## src/rtl/counter_core.sv

```systemverilog
// counter_core: control stage feeding the seven-segment display driver.
// Three push buttons are synchronized and debounced. A SET/RUN/PAUSE FSM
// sequences them. In RUN the memory accumulator advances by counter_settings
// once per prescaler tick, modulo MEM_MOD.

// Per-button synchronizer + debouncer producing a one-cycle press pulse.
module counter_core_debounce #(
  parameter int DEBOUNCE_CYCLES = 50000
) (
  input  logic clock,
  input  logic reset,
  input  logic key_n,
  output logic press
);

  localparam int CW = $clog2(DEBOUNCE_CYCLES + 1);
  localparam logic [CW-1:0] CNT_ZERO = {CW{1'b0}};
  localparam logic [CW-1:0] CNT_ONE  = CW'(1);
  localparam logic [CW-1:0] CNT_LAST = CW'(DEBOUNCE_CYCLES - 1);

  logic          sync1_r;
  logic          sync2_r;
  logic          level_r;
  logic          press_r;
  logic [CW-1:0] cnt_r;

  logic [CW-1:0] cnt_nxt_s;
  logic          level_nxt_s;
  logic          press_nxt_s;

  // Two-flop synchronizer for the asynchronous raw button.
  always_ff @(posedge clock or posedge reset) begin
    if (reset) begin
      sync1_r <= 1'b1;
      sync2_r <= 1'b1;
    end else begin
      sync1_r <= key_n;
      sync2_r <= sync1_r;
    end
  end

  // Debounce decision: count differing cycles, flip the level on the last one.
  always_comb begin
    cnt_nxt_s   = cnt_r;
    level_nxt_s = level_r;
    press_nxt_s = 1'b0;
    if (sync2_r == level_r) begin
      cnt_nxt_s = CNT_ZERO;
    end else if (cnt_r >= CNT_LAST) begin
      // This is the DEBOUNCE_CYCLES-th consecutive differing cycle.
      cnt_nxt_s   = CNT_ZERO;
      level_nxt_s = sync2_r;
      // Only the 1->0 transition is a press; release is silent.
      press_nxt_s = ~sync2_r;
    end else begin
      cnt_nxt_s = cnt_r + CNT_ONE;
    end
  end

  // Debounce counter, accepted level and registered press pulse.
  always_ff @(posedge clock or posedge reset) begin
    if (reset) begin
      cnt_r   <= CNT_ZERO;
      level_r <= 1'b1;
      press_r <= 1'b0;
    end else begin
      cnt_r   <= cnt_nxt_s;
      level_r <= level_nxt_s;
      press_r <= press_nxt_s;
    end
  end

  assign press = press_r;

endmodule

// Top-level control stage.
module counter_core #(
  parameter int DEBOUNCE_CYCLES = 50000,
  parameter int TICK_DIV        = 50000000,
  parameter int MEM_MOD         = 100
) (
  input  logic       clock,
  input  logic       reset,
  input  logic       key_start_n,
  input  logic       key_inc_n,
  input  logic       key_clr_n,
  output logic [4:0] counter_settings,
  output logic [6:0] memory,
  output logic       run_led,
  output logic       tick_led
);

  localparam int PW = (TICK_DIV > 1) ? $clog2(TICK_DIV) : 1;
  localparam logic [PW-1:0] PRESC_ZERO = {PW{1'b0}};
  localparam logic [PW-1:0] PRESC_ONE  = PW'(1);
  localparam logic [PW-1:0] PRESC_LAST = PW'(TICK_DIV - 1);
  localparam logic [7:0]    MOD_W      = 8'(MEM_MOD);

  typedef enum logic [1:0] {
    ST_SET   = 2'd0,
    ST_RUN   = 2'd1,
    ST_PAUSE = 2'd2
  } state_t;

  state_t        state_r;
  logic [4:0]    settings_r;
  logic [6:0]    memory_r;
  logic          run_led_r;
  logic          tick_led_r;
  logic [PW-1:0] presc_r;

  state_t        state_nxt_s;
  logic [4:0]    settings_nxt_s;
  logic [6:0]    memory_nxt_s;
  logic          run_led_nxt_s;
  logic          tick_led_nxt_s;
  logic [PW-1:0] presc_nxt_s;

  logic          start_press_s;
  logic          inc_press_s;
  logic          clr_press_s;
  logic          tick_s;
  logic [7:0]    sum_s;
  logic [6:0]    mem_wrapped_s;
  logic [4:0]    settings_inc_s;

  counter_core_debounce #(.DEBOUNCE_CYCLES(DEBOUNCE_CYCLES)) u_db_start (
    .clock (clock),
    .reset (reset),
    .key_n (key_start_n),
    .press (start_press_s)
  );

  counter_core_debounce #(.DEBOUNCE_CYCLES(DEBOUNCE_CYCLES)) u_db_inc (
    .clock (clock),
    .reset (reset),
    .key_n (key_inc_n),
    .press (inc_press_s)
  );

  counter_core_debounce #(.DEBOUNCE_CYCLES(DEBOUNCE_CYCLES)) u_db_clr (
    .clock (clock),
    .reset (reset),
    .key_n (key_clr_n),
    .press (clr_press_s)
  );

  // Tick is only meaningful while running; the count is frozen elsewhere.
  assign tick_s = (state_r == ST_RUN) && (presc_r == PRESC_LAST);

  // Sum kept 8 bits wide so memory + step never overflows before the modulo.
  assign sum_s         = {1'b0, memory_r} + {3'b000, settings_r};
  assign mem_wrapped_s = (sum_s >= MOD_W) ? 7'(sum_s - MOD_W) : sum_s[6:0];

  // Step wraps 31 -> 1 so it can never become zero.
  assign settings_inc_s = (settings_r >= 5'd31 || settings_r == 5'd0) ? 5'd1
                                                                      : settings_r + 5'd1;

  // Next-state, accumulator and prescaler logic; priority clr > start > inc.
  always_comb begin
    state_nxt_s    = state_r;
    settings_nxt_s = settings_r;
    memory_nxt_s   = memory_r;
    tick_led_nxt_s = 1'b0;
    presc_nxt_s    = presc_r;

    if (clr_press_s) begin
      state_nxt_s  = ST_SET;
      memory_nxt_s = 7'd0;
    end else begin
      case (state_r)
        ST_SET: begin
          if (start_press_s) begin
            state_nxt_s = ST_RUN;
          end else if (inc_press_s) begin
            settings_nxt_s = settings_inc_s;
          end else begin
            settings_nxt_s = settings_r;
          end
        end
        ST_RUN: begin
          if (start_press_s) begin
            // A tick landing with the start pulse is discarded.
            state_nxt_s = ST_PAUSE;
          end else if (tick_s) begin
            memory_nxt_s   = mem_wrapped_s;
            tick_led_nxt_s = 1'b1;
          end else begin
            memory_nxt_s = memory_r;
          end
        end
        ST_PAUSE: begin
          if (start_press_s) begin
            state_nxt_s = ST_RUN;
          end else begin
            state_nxt_s = ST_PAUSE;
          end
        end
        default: begin
          state_nxt_s = ST_SET;
        end
      endcase
    end

    // Restart the tick period on every entry to RUN so the first tick is a full period away.
    if ((state_r != ST_RUN) && (state_nxt_s == ST_RUN)) begin
      presc_nxt_s = PRESC_ZERO;
    end else if (state_r == ST_RUN) begin
      if (tick_s) begin
        presc_nxt_s = PRESC_ZERO;
      end else begin
        presc_nxt_s = presc_r + PRESC_ONE;
      end
    end else begin
      presc_nxt_s = presc_r;
    end

    run_led_nxt_s = (state_nxt_s == ST_RUN);
  end

  // State, prescaler and all output registers.
  always_ff @(posedge clock or posedge reset) begin
    if (reset) begin
      state_r    <= ST_SET;
      settings_r <= 5'd1;
      memory_r   <= 7'd0;
      run_led_r  <= 1'b0;
      tick_led_r <= 1'b0;
      presc_r    <= PRESC_ZERO;
    end else begin
      state_r    <= state_nxt_s;
      settings_r <= settings_nxt_s;
      memory_r   <= memory_nxt_s;
      run_led_r  <= run_led_nxt_s;
      tick_led_r <= tick_led_nxt_s;
      presc_r    <= presc_nxt_s;
    end
  end

  assign counter_settings = settings_r;
  assign memory           = memory_r;
  assign run_led          = run_led_r;
  assign tick_led         = tick_led_r;

endmodule

```

## config.mk

```make
export PLATFORM = sky130hd
export DESIGN_NAME = counter_core
export DESIGN_NICKNAME = d
export VERILOG_FILES = /design/src/rtl/counter_core.sv
export SDC_FILE = /design/constraint.sdc
export NUM_CORES = 1
export LEC_CHECK = 0
export CAP_MARGIN = 20
export CORE_ASPECT_RATIO = 1.5
export CORE_MARGIN = 4
export CORE_UTILIZATION = 55
export DETAILED_ROUTE_END_ITERATION = 10
export GPL_ROUTABILITY_DRIVEN = 0
export PLACE_DENSITY_LB_ADDON = 0.2
export SYNTH_ARGS = -nofsm -noshare
export SYNTH_HDL_FRONTEND = slang
export SYNTH_HIERARCHICAL = 1
export SYNTH_SLANG_ARGS = --single-unit
```

## constraint.sdc

```tcl
create_clock -name clock -period 2.4 [get_ports clock]
set_input_delay 0.72 -clock clock [delete_from_list [all_inputs] [get_ports clock]]
set_output_delay 0.72 -clock clock [all_outputs]
set_load 0.02 [all_outputs]
```

After elaboration in Yosys (flattened, before gate mapping)
Cells that the tools add are included.
{ "word_totals": {"regBits": 102, "latch_bits": 0, "mem_bits_rw": 0, "rom_bits": 0, "input_bits": 5, "output_inout_bits": 14, "elab_cells": 93, "memories": 0} }
{ "op_classes": {"addsub": 7, "mul": 0, "n_div": 0, "n_lt_le_gt_ge": 5, "n_eq_ne": 9, "n_shift": 0, "mux": 30, "bitwise": 8, "n_reduce_logical": 13} }
{ "ops": {"columns": ["cell", "n"], "rows": [
  ["$mux W16", 6],
  ["$mux W26", 3],
  ["$add A16 B1 Y16 const B", 3],
  ["$ge A16 B16 Y1 const B", 3],
  ["$mux W7", 5],
  ["$add A26 B1 Y26 const B", 1],
  ["$eq A26 B26 Y1 const B", 1],
  ["$mux W1", 10],
  ["$add A7 B5 Y8", 1],
  ["$ge A8 B7 Y1 const B", 1],
  ["$mux W2", 4],
  ["$not A1 Y1", 8],
  ["$sub A7 B7 Y7 const B", 1],
  ["$pmux W2 S3", 1],
  ["$reduce_and A2 Y1", 3],
  ["$reduce_bool A2 Y1", 3],
  ["$add A5 B1 Y5 const B", 1],
  ["$ge A5 B5 Y1 const B", 1],
  ["$logic_not A5 Y1", 1],
  ["$mux W5", 1],
  ["$eq A2 B1 Y1 const B", 2],
  ["$ne A2 B1 Y1 const B", 2],
  ["$reduce_and A4 Y1", 1],
  ["$eq A1 B1 Y1", 3],
  ["5 further kinds", 6]
]} }

Longest topological paths before layout
{ "depth": {"word_depth": 7, "depth_mapped": 11, "depth_no_buf": 11} }

By module
Netlist, hierarchy kept.
{ "modules_own_cells": {"columns": ["module", "n_inst", "cells_each", "area_per_inst_um2", "seq_area_each_um2"], "rows": [
  ["counter_core_debounce", 3, 92, 989.7, 504.2],
  ["counter_core", 1, 277, 2516.2, 1052.3]
]} }

Worst setup path before layout
OpenSTA, ideal clock, no wires.
{ "synth_path": {"path_kind": "register -> register", "start": "reg settings_r[1] (netlist: counter_settings[1])", "end": "reg memory_r[4] (netlist: memory[4])", "setup_time_ns": 0.121, "arrival_ns": 2.586, "required_ns": 2.279, "setup_slack_ns": -0.307, "stages_incl_launch_ff": 12, "n_path_buf": 0, "period_less_slack_ns": 2.707, "cell_sequence": "dfrtp_1 -> ha_1 -> a21o_1 -> a21oi_1 -> xor2_1 -> ha_1 -> inv_1 -> o31ai_1 -> o2111ai_1 -> a31oi_1 -> xor2_1 -> a22o_1"} }
{ "synth_via": {"elab_chain_cells": 7, "elab_cells_between_ends": 8, "classes_between": "add/sub: 2; order compare: 1; mux: 5"} }
{ "synth_lines": {"columns": ["element", "line", "rtl"], "rows": [
  ["start: declaration", "107", "logic [4:0] settings_r;"],
  ["start signal: assignment", "233", "settings_r <= settings_nxt_s;"],
  ["$add A7 B5 Y8 *", "153", "assign sum_s = {1'b0, memory_r} + {3'b000, settings_r};"],
  ["$sub A7 B7 Y7 or $ge A8 B7 Y1 (tied branches)", "154", "assign mem_wrapped_s = (sum_s >= MOD_W) ? 7'(sum_s - MOD_W) : sum_s[6:0];"],
  ["$mux W7 *", "154", null],
  ["$mux W7 *", "186", "end else if (tick_s) begin"],
  ["$mux W7 *", "183", "if (start_press_s) begin"],
  ["$mux W7 *", "172", "case (state_r)"],
  ["$mux W7 *", "168", "if (clr_press_s) begin"],
  ["end signal: assignment", "234", "memory_r <= memory_nxt_s;"],
  ["end: declaration", "108", "logic [6:0] memory_r;"]
]} }
Every way passes the cells marked *; elsewhere a longest branch is shown, timed or not. The select of a mux whose other input is x is not followed.
A chain may end at the register's enable or synchronous reset.

Final worst setup path
Same ends and word-level chain as after synthesis.

==> results.txt <==
Storage cell area: 2570 um^2
WL final: 11,100 um
Final setup margin: -0.182 ns
Synth Register Bits: 102
Hold Buf Count CTS: 0
Port Buf Inserts: 18
Drt pass-1 iters: 5
P_int: 2.59 mW
Multi-input combinational cell area: 2840 um^2
Area Growth Syn to Fin: 15.2%
CTS sink count: 102
Die X: 89.5 um
DRC Markers: 0
Total Routing Usage GR: 0.210
Worst Tran Pin Value: 1.06 ns
Synth Cell Area: 5490 um^2
Combinational power share: 0.030
Vias in the first global route: 4,322
Worst path bufs/invs: 1
Clock network power share: 0.439
Final Cell Area: 6320 um^2
Synth async-reset ratio: 1.00
Final Cycle Share: 1.08
Outcome: complete, but fails checks
ANT nets after route: 0
Failing checks: negative setup slack
Seq pwr share: 0.531
First-pass GRT wire length: 19,400 um
Max-slew headroom: 0.290
Starting Density: 0.566
Layout cells sized above 1: 0.196
Arr. time, crit path: 2.87 ns
H-tree depth: 3
Setup crit end kind: flip-flop
Cell Chain, Critical Path: ha_4 > a21o_1 > a21oi_2 > xor2_2 > ha_2 > inv_2 > o31ai_4 > o2111ai_2 > a31oi_2 > xor2_1 > a22o_1
Final setup violation count: 3
Final worst path period need: 2.58 ns
Floorplan row count: 44
Fill count: 773
Clk_lat worst skew: 0.35 ns
CP top delay family: compound AO/OA/AOI/OAI gates
Final Skew: 0.00635 ns
Initial drt markers: 228
Core area: 9690 um^2
Tot Pwr: 3.31 mW
Final Hold Viols: 0
Critical Path Max Stage Delay: 0.45 ns
Die height: 130 um
Total nets after synthesis: 573
Power Dens Cells: 524 nW/um^2
Drt via density: 5.92
Largest fanout on the critical path: 4
Nets@finish: 616
Most frequent cells in the layout: dfrtp_1, nand2_1, nor2_1
Min Hold Slack: 0.356 ns
Mapped Avg Cell Area: 9.92 um^2
FMAX: 387 MHz
Seq/Total Area, Yosys: 0.468
Slowest stage cell, crit path: dfrtp_2
Clk buf depth: 2
Clock-pin transition on the worst setup and hold timing paths: 0.07 ns
Grt total ovfl: 0
Num CTS Buffers: 9
Peak VDD IR: 0.420 mV
Top FF cell, synth: dfrtp_1
Startpoint Class: flip-flop
Die Area: 11,700 um^2
Leading area contributor after synthesis: dfrtp_1
Switch Pwr: 723 uW
Clk root buf: clkbuf_16
Leakage dissipation: 2.60 nW
YS warnings: 6
Synth area leaders: dfrtp_1, xnor2_1, dfstp_2, nand2_1, o21ai_0
Initial antenna violation count: 0
Final Slew Violations: 0
RSZ-0062 raised after global routing: yes
CTS tree: yes
Mapped Cells: 553
ANT cells: 0
Net Sw Frac: 0.218
Cell Area, Placed: 5930 um^2
Hold Crit Class: reg -> reg
EDFF count, synth: 0
Via count: 4,240
Required time worst endpoint: 2.69 ns
Largest net degree at the start of global routing: 43
Worst setup path class: reg -> reg
Top-area cell type share of the netlist area: 0.420
Most common cell after layout, fill and taps aside: dfrtp_1
Average wire per standard cell: 15.4 um
Dpl hpwl: 7850 um
Max-cap violation count: 0
Library cells used by synthesis: 53
Ports: 19
## flip-flops by register name (all words and copies together) (netlist names), 2 cells and up
| name | cells |
|---|---|
| counter_settings | 5 |
| memory | 7 |
| presc_r | 26 |
| state_r | 2 |
| u_db_clr/cnt_r | 16 |
| u_db_inc/cnt_r | 16 |
| u_db_start/cnt_r | 16 |
## per-layer routing
metal  track usage  wire length [um]  vias up
met2         0.384              6010       71
met1         0.233              4490     2106
li1              -                 -     2040
met4        0.0850               253        0
met5             0                 0        -
met3        0.0398               303       23
## worst paths after layout
kind	from	endpoint	slack, ns	depth (start not counted)
min	u_db_start/sync1_r	u_db_start/sync2_r	0.36	0
max	counter_settings[1]	memory[4]	-0.18	11
min in group asynchronous	reset	u_db_start/press	0.80	2
max reg2reg	counter_settings[1]	memory[4]	-0.18	11
max in group asynchronous	reset	u_db_start/cnt_r[8]	1.12	3
min reg2reg	u_db_start/sync1_r	u_db_start/sync2_r	0.36	0
## what timing repair did
item | in CTS | in global routing
pin swaps | 7 | 8
setup buffers | 3 | 1
setup endpoints to repair | 3 | 11
resized for setup | 7 | 5
## Yosys cell counts (all sizes together), types with 3 or more instances
cell type / number
a31oi: 3
nand2: 54
nand4: 13
o31ai: 9
and2: 3
xor2: 15
and3: 11
a2111oi: 3
mux2: 4
a21o: 6
nand3: 36
dfrtp: 92
and4: 5
a21oi: 11
buf: 10
nor4: 20
ha: 14
or3b: 3
a22o: 6
xnor2: 42
nor3b: 4
nor2: 74
dfstp: 10
inv: 19
o21ai: 41
nor3: 20
nand2b: 5
## cell type report
| class | instances | share of cell area |
|---|---|---|
| clock buffer | 10 | 0.0362 |
| clock inverter | 6 | 0.0109 |
| inverter | 19 | 0.0113 |
| multi-input combinational | 420 | 0.449 |
| sequential | 102 | 0.406 |
| tap | 115 | 0.0228 |
| timing repair buffer | 44 | 0.0637 |
## power by group through the flow
stage / combinational [mW] / sequential, mW / clock, mW
floorplan: 0.0782 / 1.79 / 0
global placement: 0.100 / 1.79 / 0
detailed placement: 0.102 / 1.79 / 0
CTS: 0.103 / 1.76 / 1.49
global route: 0.114 / 1.76 / 1.57
finish: 0.0990 / 1.76 / 1.45
## cells by family after synthesis
group / count (synthesis) / share of synthesized area
xor+xnor: 57 / 0.0910
mux: 5 / 0.0100
simple gates: 254 / 0.254
buf+inv: 31 / 0.0374
fa+ha+maj: 15 / 0.0356
flops: 102 / 0.468
compound gates: 89 / 0.104
## through the flow
step	util	cells	TNS [ns]	worst slack (ns)
2_1_floorplan	-	553	-0.0665	-0.0518
3_3_place_gp	0.612	697	-0.0141	-0.0141
3_5_place_dp	0.612	697	-0.360	-0.202
4_1_cts	0.650	716	-0.256	-0.109
5_1_grt	0.652	716	-0.621	-0.239
6_report	0.652	716	-0.321	-0.182
Note: power is estimated with default switching activity, not from simulation.
